[src/rtl/fanout2_if.sv]
// fanout2_if: input FIFO read port plus two output FIFO write ports.
// master is the fanout2 side; slave is the FIFO / environment side.
interface fanout2_if #(
  parameter int DATA_SIZE = 32
);
  logic [DATA_SIZE-1:0] in_dout;
  logic                 in_empty;
  logic                 in_rd_en;
  logic [DATA_SIZE-1:0] out_a_din;
  logic                 out_a_full;
  logic                 out_a_wr_en;
  logic [DATA_SIZE-1:0] out_b_din;
  logic                 out_b_full;
  logic                 out_b_wr_en;

  modport master (
    input  in_dout, in_empty, out_a_full, out_b_full,
    output in_rd_en, out_a_din, out_a_wr_en, out_b_din, out_b_wr_en
  );

  modport slave (
    output in_dout, in_empty, out_a_full, out_b_full,
    input  in_rd_en, out_a_din, out_a_wr_en, out_b_din, out_b_wr_en
  );
endinterface

[src/rtl/fanout2.sv]
// fanout2: copies each input FIFO sample to output FIFOs A and B, each side draining independently.
// Define FANOUT2_PIPELINE_EN to overlap the next read with the final write (1 sample per cycle).
module fanout2 #(
  parameter int DATA_SIZE = 32
) (
  input  logic      clock,
  input  logic      reset,
  fanout2_if.master bus
);

  typedef enum logic [1:0] {
    READ  = 2'b01,
    WRITE = 2'b10
  } state_t;

  state_t               state_r;
  state_t               state_nxt_s;
  logic [DATA_SIZE-1:0] hold_r;
  logic [DATA_SIZE-1:0] hold_nxt_s;
  logic                 pend_a_r;
  logic                 pend_b_r;
  logic                 pend_a_nxt_s;
  logic                 pend_b_nxt_s;
  logic                 rd_en_s;
  logic                 a_wr_s;
  logic                 b_wr_s;
  logic [DATA_SIZE-1:0] a_din_s;
  logic [DATA_SIZE-1:0] b_din_s;

  // Next-state and strobe decode; strobes are forced low while reset is high.
  always_comb begin
    state_nxt_s  = state_r;
    hold_nxt_s   = hold_r;
    pend_a_nxt_s = pend_a_r;
    pend_b_nxt_s = pend_b_r;
    rd_en_s      = 1'b0;
    a_wr_s       = 1'b0;
    b_wr_s       = 1'b0;
    a_din_s      = {DATA_SIZE{1'b0}};
    b_din_s      = {DATA_SIZE{1'b0}};
    if (reset) begin
      state_nxt_s  = READ;
      pend_a_nxt_s = 1'b0;
      pend_b_nxt_s = 1'b0;
    end else begin
      case (state_r)
        READ: begin
          if (!bus.in_empty) begin
            rd_en_s      = 1'b1;
            hold_nxt_s   = bus.in_dout;
            pend_a_nxt_s = 1'b1;
            pend_b_nxt_s = 1'b1;
            state_nxt_s  = WRITE;
          end else begin
            state_nxt_s  = READ;
          end
        end
        WRITE: begin
          // Each side writes on its own; a full peer never stalls the other.
          a_wr_s       = pend_a_r & ~bus.out_a_full;
          b_wr_s       = pend_b_r & ~bus.out_b_full;
          a_din_s      = a_wr_s ? hold_r : {DATA_SIZE{1'b0}};
          b_din_s      = b_wr_s ? hold_r : {DATA_SIZE{1'b0}};
          pend_a_nxt_s = pend_a_r & ~a_wr_s;
          pend_b_nxt_s = pend_b_r & ~b_wr_s;
          if (pend_a_nxt_s | pend_b_nxt_s) begin
            state_nxt_s = WRITE;
          end else begin
`ifdef FANOUT2_PIPELINE_EN
            if (!bus.in_empty) begin
              rd_en_s      = 1'b1;
              hold_nxt_s   = bus.in_dout;
              pend_a_nxt_s = 1'b1;
              pend_b_nxt_s = 1'b1;
              state_nxt_s  = WRITE;
            end else begin
              state_nxt_s  = READ;
            end
`else
            state_nxt_s = READ;
`endif
          end
        end
        default: begin
          state_nxt_s  = READ;
          pend_a_nxt_s = 1'b0;
          pend_b_nxt_s = 1'b0;
        end
      endcase
    end
  end

  // State, hold register and pending flags.
  always_ff @(posedge clock or posedge reset) begin
    if (reset) begin
      state_r  <= READ;
      hold_r   <= {DATA_SIZE{1'b0}};
      pend_a_r <= 1'b0;
      pend_b_r <= 1'b0;
    end else begin
      state_r  <= state_nxt_s;
      hold_r   <= hold_nxt_s;
      pend_a_r <= pend_a_nxt_s;
      pend_b_r <= pend_b_nxt_s;
    end
  end

  assign bus.in_rd_en    = rd_en_s;
  assign bus.out_a_wr_en = a_wr_s;
  assign bus.out_a_din   = a_din_s;
  assign bus.out_b_wr_en = b_wr_s;
  assign bus.out_b_din   = b_din_s;

endmodule

[src/flat_wrapper.sv]
// flat-port wrapper written by rule: the top's interface ports become plain ports
module fanout2_flat 
#(
  parameter int DATA_SIZE = 32
)
  (clock, reset, bus_in_dout, bus_in_empty, bus_out_a_full, bus_out_b_full, bus_in_rd_en, bus_out_a_din, bus_out_a_wr_en, bus_out_b_din, bus_out_b_wr_en);
  fanout2_if #(.DATA_SIZE(DATA_SIZE)) bus_i ();
  input  logic clock;
  input  logic reset;
  input wire logic [$bits(bus_i.in_dout)-1:0] bus_in_dout;
  input wire logic [$bits(bus_i.in_empty)-1:0] bus_in_empty;
  input wire logic [$bits(bus_i.out_a_full)-1:0] bus_out_a_full;
  input wire logic [$bits(bus_i.out_b_full)-1:0] bus_out_b_full;
  output wire logic [$bits(bus_i.in_rd_en)-1:0] bus_in_rd_en;
  output wire logic [$bits(bus_i.out_a_din)-1:0] bus_out_a_din;
  output wire logic [$bits(bus_i.out_a_wr_en)-1:0] bus_out_a_wr_en;
  output wire logic [$bits(bus_i.out_b_din)-1:0] bus_out_b_din;
  output wire logic [$bits(bus_i.out_b_wr_en)-1:0] bus_out_b_wr_en;
  assign bus_i.in_dout = bus_in_dout;
  assign bus_i.in_empty = bus_in_empty;
  assign bus_i.out_a_full = bus_out_a_full;
  assign bus_i.out_b_full = bus_out_b_full;
  assign bus_in_rd_en = bus_i.in_rd_en;
  assign bus_out_a_din = bus_i.out_a_din;
  assign bus_out_a_wr_en = bus_i.out_a_wr_en;
  assign bus_out_b_din = bus_i.out_b_din;
  assign bus_out_b_wr_en = bus_i.out_b_wr_en;
  fanout2 #(.DATA_SIZE(DATA_SIZE)) u_core (.clock(clock), .reset(reset), .bus(bus_i));
endmodule
[config.mk]
export PLATFORM = sky130hd
export DESIGN_NAME = fanout2_flat
export DESIGN_NICKNAME = d
export VERILOG_FILES = /design/src/rtl/fanout2_if.sv /design/src/rtl/fanout2.sv /design/src/flat_wrapper.sv
export SDC_FILE = /design/constraint.sdc
export NUM_CORES = 1
export LEC_CHECK = 0
export ABC_AREA = 0
export ABC_CLOCK_PERIOD_IN_PS = 1650
export BUFFER_PORTS_ARGS = -buffer_cell sky130_fd_sc_hd__buf_4
export CORE_ASPECT_RATIO = 1.25
export CORE_MARGIN = 2
export CORE_UTILIZATION = 25
export CTS_CLUSTER_SIZE = 14
export DETAILED_ROUTE_END_ITERATION = 8
export HOLD_SLACK_MARGIN = 0.03
export PLACE_DENSITY_LB_ADDON = 0.3
export RECOVER_POWER = 50
export SETUP_SLACK_MARGIN = 0.5
export SYNTH_ARGS = -nofsm -noshare
export SYNTH_HDL_FRONTEND = slang
export SYNTH_SLANG_ARGS = --single-unit
[constraint.sdc]
create_clock -name clock -period 1.65 [get_ports clock]
set_input_delay 0.2475 -clock clock [delete_from_list [all_inputs] [get_ports clock]]
set_output_delay 0.2475 -clock clock [all_outputs]
set_load 0.02 [all_outputs]
==> impl_results.md, run 1 <==
* Final cell count without fillers at 377
* Pint at around 2.1 mW
* Setup Viol. Count Final at ~100
* Clock power share at between 20% and 30%
* Routed WL per cell at ~15 µm
* Cell area after layout at 0.00374 mm²
* Hpwl dp at 3570 µm
* Type of the worst setup path: reg -> out
* Final Net Count at roughly 320
* ANT cells at 0
* Slew Viols, Final at 0
* Global-route wire length before repair at 9040 µm
* Layout cell share with drive strength beyond 1 at ~83%
* Vias/cell at 4.37
* Peak VDD IR at slightly below 0.0005 V
* Antenna-violating nets left at 0
* Crit path DAT at between 1.5 and 2 ns
* Synthesized netlist cell count at between 150 and 200
* CTS Buf Count at 5
* Fin. Hold Viols at 0
* Sequential Area at around 900 µm²
* Area share of the largest cell type after synthesis at between 40 and 50%
* Total GRT Usage at between 10% and 20%
* Layout Utilization at roughly half
* Placement row count at 35
* Final WL at 5790 µm
* I/O pin count at approximately 100
* Synth-to-layout area growth at 95.7%
* Slew HR at roughly 53%
* H-tree Lvls at 2
* Final WS setup at -0.291 ns
* Pin count of the biggest net entering global routing at 23
* Synth cell types at 21
* Clk buf depth at 2
* Sink Count at 36
* Max-Cap Viols at 0
* Logic pwr share at about 29%
* Worst-Margin Slew at 0.699 ns
* Largest area contributor in the netlist: dfrtp_1
* DP Worst Slack at -0.0578 ns
* Sequential power share at 48.5%
* Cell Pwr Density at 780 mW/mm²
* Hold Crit Class: in -> reg
* Startpoint Class: flop
* Die W at 82.2 µm
* Switch share at between 20% and 30%
* Worst Setup End Kind: output pin
* Via count at about 1.6k
* CORE AREA at 0.00740 mm²
* Final cycle utilization of the critical path at 118%
* Ys Warns at 0
* Die height at 102 µm
* Violated checks: negative setup slack
* Minimum clock period at approximately 1.9 ns
* Syn_area_per_cell at ~12 µm²
* Tot Pwr at just under 3 mW
* Number of global-route vias before repair at approximately 1.8k
* Flops & latches, synth at 36
* Fmax at just over 500 MHz
* DRC viols at 0
* Net Switching at 0.796 mW
* CTS tree: yes
* Initial antenna violation count at 0
* IO buf count at 103
* Placed Area at approximately 0.0031 mm²
* Fill cell count at ~640
* Clk slew on worst S/H paths at 0.08 ns
* RSZ-0062 raised after global routing: true
* Root buf cell: clkbuf_8
* Die area at between 0.008 and 0.009 mm²
* Leak pwr at ~1.8 nW
* Layout Skew at 0.00702 ns
* GPL Wtd Cong at ~0.75
* Register area share after synthesis at 47.2%
* Clock Latency Late Sink at roughly 0.28 ns
* CP Max Fanout at 17
* Mapped Area at 0.00191 mm²
* Synthesized net count at approximately 200
* CP Data Required Time at about 1.4 ns
* Status: finished with violations
* Placed insts at approximately 360
* Initial core utilization at 25.8%
* Drt pass-1 iters at 4
* Gr ovfl total at 0
* Synth area leaders: dfrtp_1 (46%), and2_1 (21%), mux2_2 (17%)
* Iter 0 DRT Violations at 30
* TNS Setup at -24.98 ns
* Multi-input logic area at ~0.0012 mm²
* Hold_ws at approximately 0.19 ns
## critical path, cell delays in order, from the launching register on
cell and delay [ns]:
dfstp_2 0.55, inv_2 0.05, ha_4 0.16, and4bb_4 0.23
buf_12 0.16, and2_4 0.14, buf_6 0.12
## area by class of cell
type	instances	share of cell area, %
Timing Repair Buffer	124	36.7
Sequential cell	36	24.1
Inverter	3	0.334
Multi-Input combinational cell	114	33.4
Clock buffer	8	2.41
Tap cell	92	3.07
## power groups by stage
stage	Combinational [mW]	Sequential (mW)	Clock (mW)
after detailed placement	0.691	1.42	0
after global placement	0.683	1.42	0
after floorplan	0.534	1.36	0
after global routing	0.920	1.46	0.711
final	0.858	1.42	0.646
after CTS	0.853	1.42	0.680
## cell families (layout without fill, tap and decap cells)
logic type      Yosys count  in the layout  share of synthesized area (%)
mux                      32             32                           18.8
buf+inv                  13            135                           4.25
fa+ha+maj                 3              3                           1.96
simple gates             73             73                           25.5
compound gates            6              6                           2.29
flops                    36             36                           47.2
## final timing paths
kind / slack, ns / startpoint / cells past startpoint / to
max in group asynchronous: 0.20 / reset / 4 / u_core.hold_r[28]
worst min-delay path: 0.19 / bus_in_dout[10] / 2 / u_core.hold_r[10]
worst max-delay path: -0.29 / u_core.state_r[0] / 6 / bus_out_b_din[26]
worst min register to register: 0.54 / u_core.hold_r[25] / 1 / u_core.hold_r[25]
worst max register to register: -0.20 / u_core.state_r[0] / 8 / u_core.hold_r[16]
min in group asynchronous: 0.66 / reset / 3 / u_core.hold_r[31]
## synthesized netlist by cell type (all sizes together)
cell type  count
and2          64
dfrtp         35
mux2          32
buf            6
clkbuf         4
ha             3
inv            3
and4bb         2
nand2          2
nand4b         2
o211ai         2
a211o          1
a21o           1
a22oi          1
dfstp          1
nor3b          1
o21ai          1
or3b           1
or4b           1
## sequential cells by signal (all words and copies together), names as in the netlist
register / cells
u_core.pend_a_r: 1
u_core.hold_r: 32
u_core.pend_b_r: 1
u_core.state_r: 2
## metal layers
| metal | track usage (%) | wire [µm] | up-vias |
|---|---|---|---|
| met2 | 25.8 | 3120 | 67 |
| li1 | - | - | 780 |
| met3 | 2.85 | 365 | 4 |
| met5 | 0 | 0 | - |
| met1 | 17.0 | 2240 | 797 |
| met4 | 4.74 | 66 | 0 |
## layout by cell type (no fill, tap or decap), drive strengths merged
| master | synthesis | routed |
|---|---|---|
| dfstp | 1 | 1 |
| a22oi | 1 | 1 |
| or3b | 1 | 1 |
| nor3b | 1 | 1 |
| clkbuf | 4 | 9 |
| o211ai | 2 | 2 |
| clkinvlp | 0 | 1 |
| buf | 6 | 122 |
| mux2 | 32 | 32 |
| nand4b | 2 | 2 |
| inv | 3 | 2 |
| o21ai | 1 | 1 |
| or4b | 1 | 1 |
| dlygate4sd3 | 0 | 1 |
| nand2 | 2 | 2 |
| and4bb | 2 | 2 |
| dfrtp | 35 | 35 |
| and2 | 64 | 64 |
| a21o | 1 | 1 |
| a211o | 1 | 1 |
| ha | 3 | 3 |
## what timing repair did
item | CTS | global route
buffers inserted | 5 | 1
setup endpoints to repair | 103 | 103
cloned | 5 | 0
hold endpoints to repair | 13 | 0
resized for setup | 89 | 1
pin swaps | 2 | 0
hold buffers | 1 | 0
(Power assumes the default switching activity.)
==> inputs of run 2 (changes only) <==
--- a/config.mk
+++ b/config.mk
@@ -5,7 +5,7 @@
 export SDC_FILE = /design/constraint.sdc
 export NUM_CORES = 1
 export LEC_CHECK = 0
-export ABC_AREA = 0
+export ABC_AREA = 1
 export ABC_CLOCK_PERIOD_IN_PS = 1650
 export BUFFER_PORTS_ARGS = -buffer_cell sky130_fd_sc_hd__buf_4
 export CORE_ASPECT_RATIO = 1.25
==> run 2 against run 1 <==
Effect of this change:
- the flow still finishes with violations (negative setup slack)
- critical path type unchanged
- register-to-register slack improved by 0.18 ns
- wire length increased by 17%
- synthesized cell count increased by 71%
- sequential share of layout area decreased by 2.9 points
- clock skew decreased by 0.0014 ns
- area after synthesis increased by 1.5%
- worst setup slack improved by 0.10 ns
==> impl_results.md, run 2 <==
* ANT cells at 0
* Max reg flops at 32
* Cells on worst reg2reg path at 11
* Synthesized netlist cell count at between 200 and 300
* Switch share at 37.4%
* Initial antenna violation count at 0
* Synth area leaders: dfrtp_1 (45%), nand2_1 (20%), nor2_1 (13%)
* Initial core utilization at 26.1%
* Placed insts at 475
* Most frequent cell after synthesis: nand2_1
* Number of enable flip-flop cells after synthesis at 0
* Final WS setup at -0.189 ns
* Fill cell count at 630
* Hold Path Origin: bus_in_dout[1]
* Crit path DAT at roughly 1.6 ns
* Hpwl dp at about 4400 µm
* Cell Pwr Density at 761 mW/mm²
* Final WL at 6790 µm
* Routed WL per cell at about 13 µm
* Slew HR at 37.0%
* Hold Crit Class: in -> reg
* CORE AREA at 0.00744 mm²
* DP Worst Slack at 0.107 ns
* I/O pin count at 104
* Iter 0 DRT Violations at 94
* Sequential Area at 902 µm²
* Type of the worst setup path: reg -> out
* Via count at between 2k and 2.5k
* Final Net Count at 454
* Clk slew on worst S/H paths at about 0.070 ns
* Vias/cell at approximately 4.3
* Total GRT Usage at around 16%
* Setup Viol. Count Final at 80
* Reg2reg end: u_core.hold_r[4]
* Number of global-route vias before repair at ~2.2k
* Area share of the largest cell type after synthesis at about 45%
* Final cycle utilization of the critical path at 111%
* Critical R2R Launch: u_core.state_r[0]
* Slew Viols, Final at 0
* Worst R2R Setup Slack at -0.02 ns
* Ys Warns at 0
* Fmax at roughly 540 MHz
* Largest regs: u_core.hold_r: 32 flops, u_core.state_r: 2 flops
* Syn_area_per_cell at between 6 and 7 µm²
* Multi-input logic area at 0.00133 mm²
* Placement row count at 35
* GPL Wtd Cong at between 0.8 and 0.9
* Worst-Margin Slew at between 0.9 and 1 ns
* Mapped Area at 0.00194 mm²
* Fin. Hold Viols at 0
* Worst Setup End Kind: output pin
* Max-Cap Viols at 0
* Hold EP: u_core.hold_r[1]
* RSZ-0062 raised after global routing: true
* Die W at slightly above 80 µm
* Synth cell types at 16
* Minimum clock period at approximately 1.8 ns
* Pint at between 2 and 2.5 mW
* Clock Latency Late Sink at about 0.28 ns
* Status: finished with violations
* Synthesized net count at approximately 320
* Peak VDD IR at roughly 0.00037 V
* Clock power share at 19.8%
* WHS Path Cells at 3
* H-tree Lvls at 2
* Most frequent cells in the layout: nand2_1 (87), buf_6 (70), nor2_4 (58)
* Startpoint Class: flop
* Setup crit start: u_core.state_r[0]
* Register area share after synthesis at approximately 46%
* CTS Hold Bufs at 0
* DRC viols at 0
* Global-route wire length before repair at 10800 µm
* CP Data Required Time at 1.40 ns
* CTS Buf Count at 5
* Commonest non-fill, non-tap cell in the layout: nand2_1
* Layout Skew at between 0.005 and 0.006 ns
* Antenna-violating nets left at 0
* Synth-to-layout area growth at 120%
* CP Max Fanout at 8
* Clk buf depth at 2
* Violated checks: negative setup slack
* Flops & latches, synth at 36
* Pin count of the biggest net entering global routing at 37
* Logic pwr share at between 30% and 40%
* Top cells by count, synth: nand2_1 (102), nor2_1 (68), inv_1 (40)
* CTS tree: yes
* Sink Count at 36
* Net Switching at around 1.2 mW
* Drt pass-1 iters at 5
* Top reg by flops: u_core.hold_r
* Die height at 103 µm
* Layout cell share with drive strength beyond 1 at ~60%
* Root buf cell: clkbuf_8
* Sequential power share at about two fifths
* Gr ovfl total at 0
* Die area at roughly 0.0085 mm²
* Largest area contributor in the netlist: dfrtp_1
* Top_reg_cell synth: dfrtp_1
* Async SR Flop Fraction at 100%
* IO buf count at 103
* Leak pwr at between 2 and 2.5 nW
* Final cell count without fillers at just over 500
-- run 2: changes by cell type after synthesis, sizes merged, moves of 4 or more --
cell	delta
nand2	+109
inv	+39
mux2	-32
nor2	+68
clkbuf	-4
nand3	+7
and2	-64
buf	+6
-- run 2: critical path, stage by stage (launching register included) --
cell     delay [ns]
dfstp_2        0.55
inv_2          0.05
ha_4           0.18
nand3_4        0.16
buf_12         0.19
nor2_4         0.04
buf_6          0.12
-- run 2: per-layer routing --
layer | wire length [µm] | track usage [%] | vias up
met1 | 2560 | 17.4 | 1019
met4 | 89 | 5.30 | 0
met2 | 3760 | 31.4 | 81
met5 | 0 | 0 | -
met3 | 379 | 3.52 | 5
li1 | - | - | 1076
-- run 2: worst max-delay path by stage --
| stage | end | depth (start not counted) |
|---|---|---|
| 3_3_place_gp | bus_out_a_din[1] | 6 |
| 4_1_cts | bus_out_a_din[31] | 6 |
| 3_5_place_dp | bus_out_b_din[0] | 6 |
| 2_1_floorplan | bus_in_rd_en | 4 |
| 6_report | bus_out_b_din[9] | 6 |
| 5_1_grt | bus_out_b_din[10] | 6 |
-- run 2: cell type report --
cell class              instances  area share, %
inverters                      42           3.96
flip-flops and latches         36           21.2
repair buffers                140           39.0
multi-input cells             189           31.1
clock buffers                   8           2.11
well taps                      92           2.70
-- run 2: per-stage QoR --
| stage | utilization [%] | hold WS [ns] | setup TNS, ns | total power [mW] | cell area (µm²) |
|---|---|---|---|---|---|
| 6_report | 57.3 | 0.154 | -10.63 | 3.25 | 4260 |
| 2_1_floorplan | - | 0.119 | 0 | 2.04 | 2500 |
| 5_1_grt | 57.3 | 0.157 | -16.76 | 3.47 | 4260 |
| 3_3_place_gp | 45.2 | 0.441 | 0 | 2.22 | 3370 |
| 4_1_cts | 55.2 | 0.141 | -10.33 | 3.18 | 4110 |
| 3_5_place_dp | 45.2 | 0.449 | 0 | 2.25 | 3370 |
-- run 2: what timing repair did --
action | in CTS | in global routing
resized for setup | 96 | 23
pin swaps | 7 | 14
setup buffers | 8 | 8
setup endpoints to repair | 103 | 103
gates cloned | 8 | 0
-- run 2: cell families after synthesis --
kind of cell,after synthesis,share of synthesized area (%)
buffers and inverters,54,12.9
flip-flops,36,46.5
adder cells (fa/ha/maj),3,1.93
AND/OR/NAND/NOR,186,38.7
-- run 2: power groups by stage --
stage | sequential (mW) | clock (mW) | combinational [mW]
floorplan | 1.28 | 0 | 0.759
global placement | 1.31 | 0 | 0.914
detailed placement | 1.32 | 0 | 0.936
CTS | 1.30 | 0.674 | 1.20
global route | 1.34 | 0.707 | 1.43
finish | 1.31 | 0.642 | 1.29
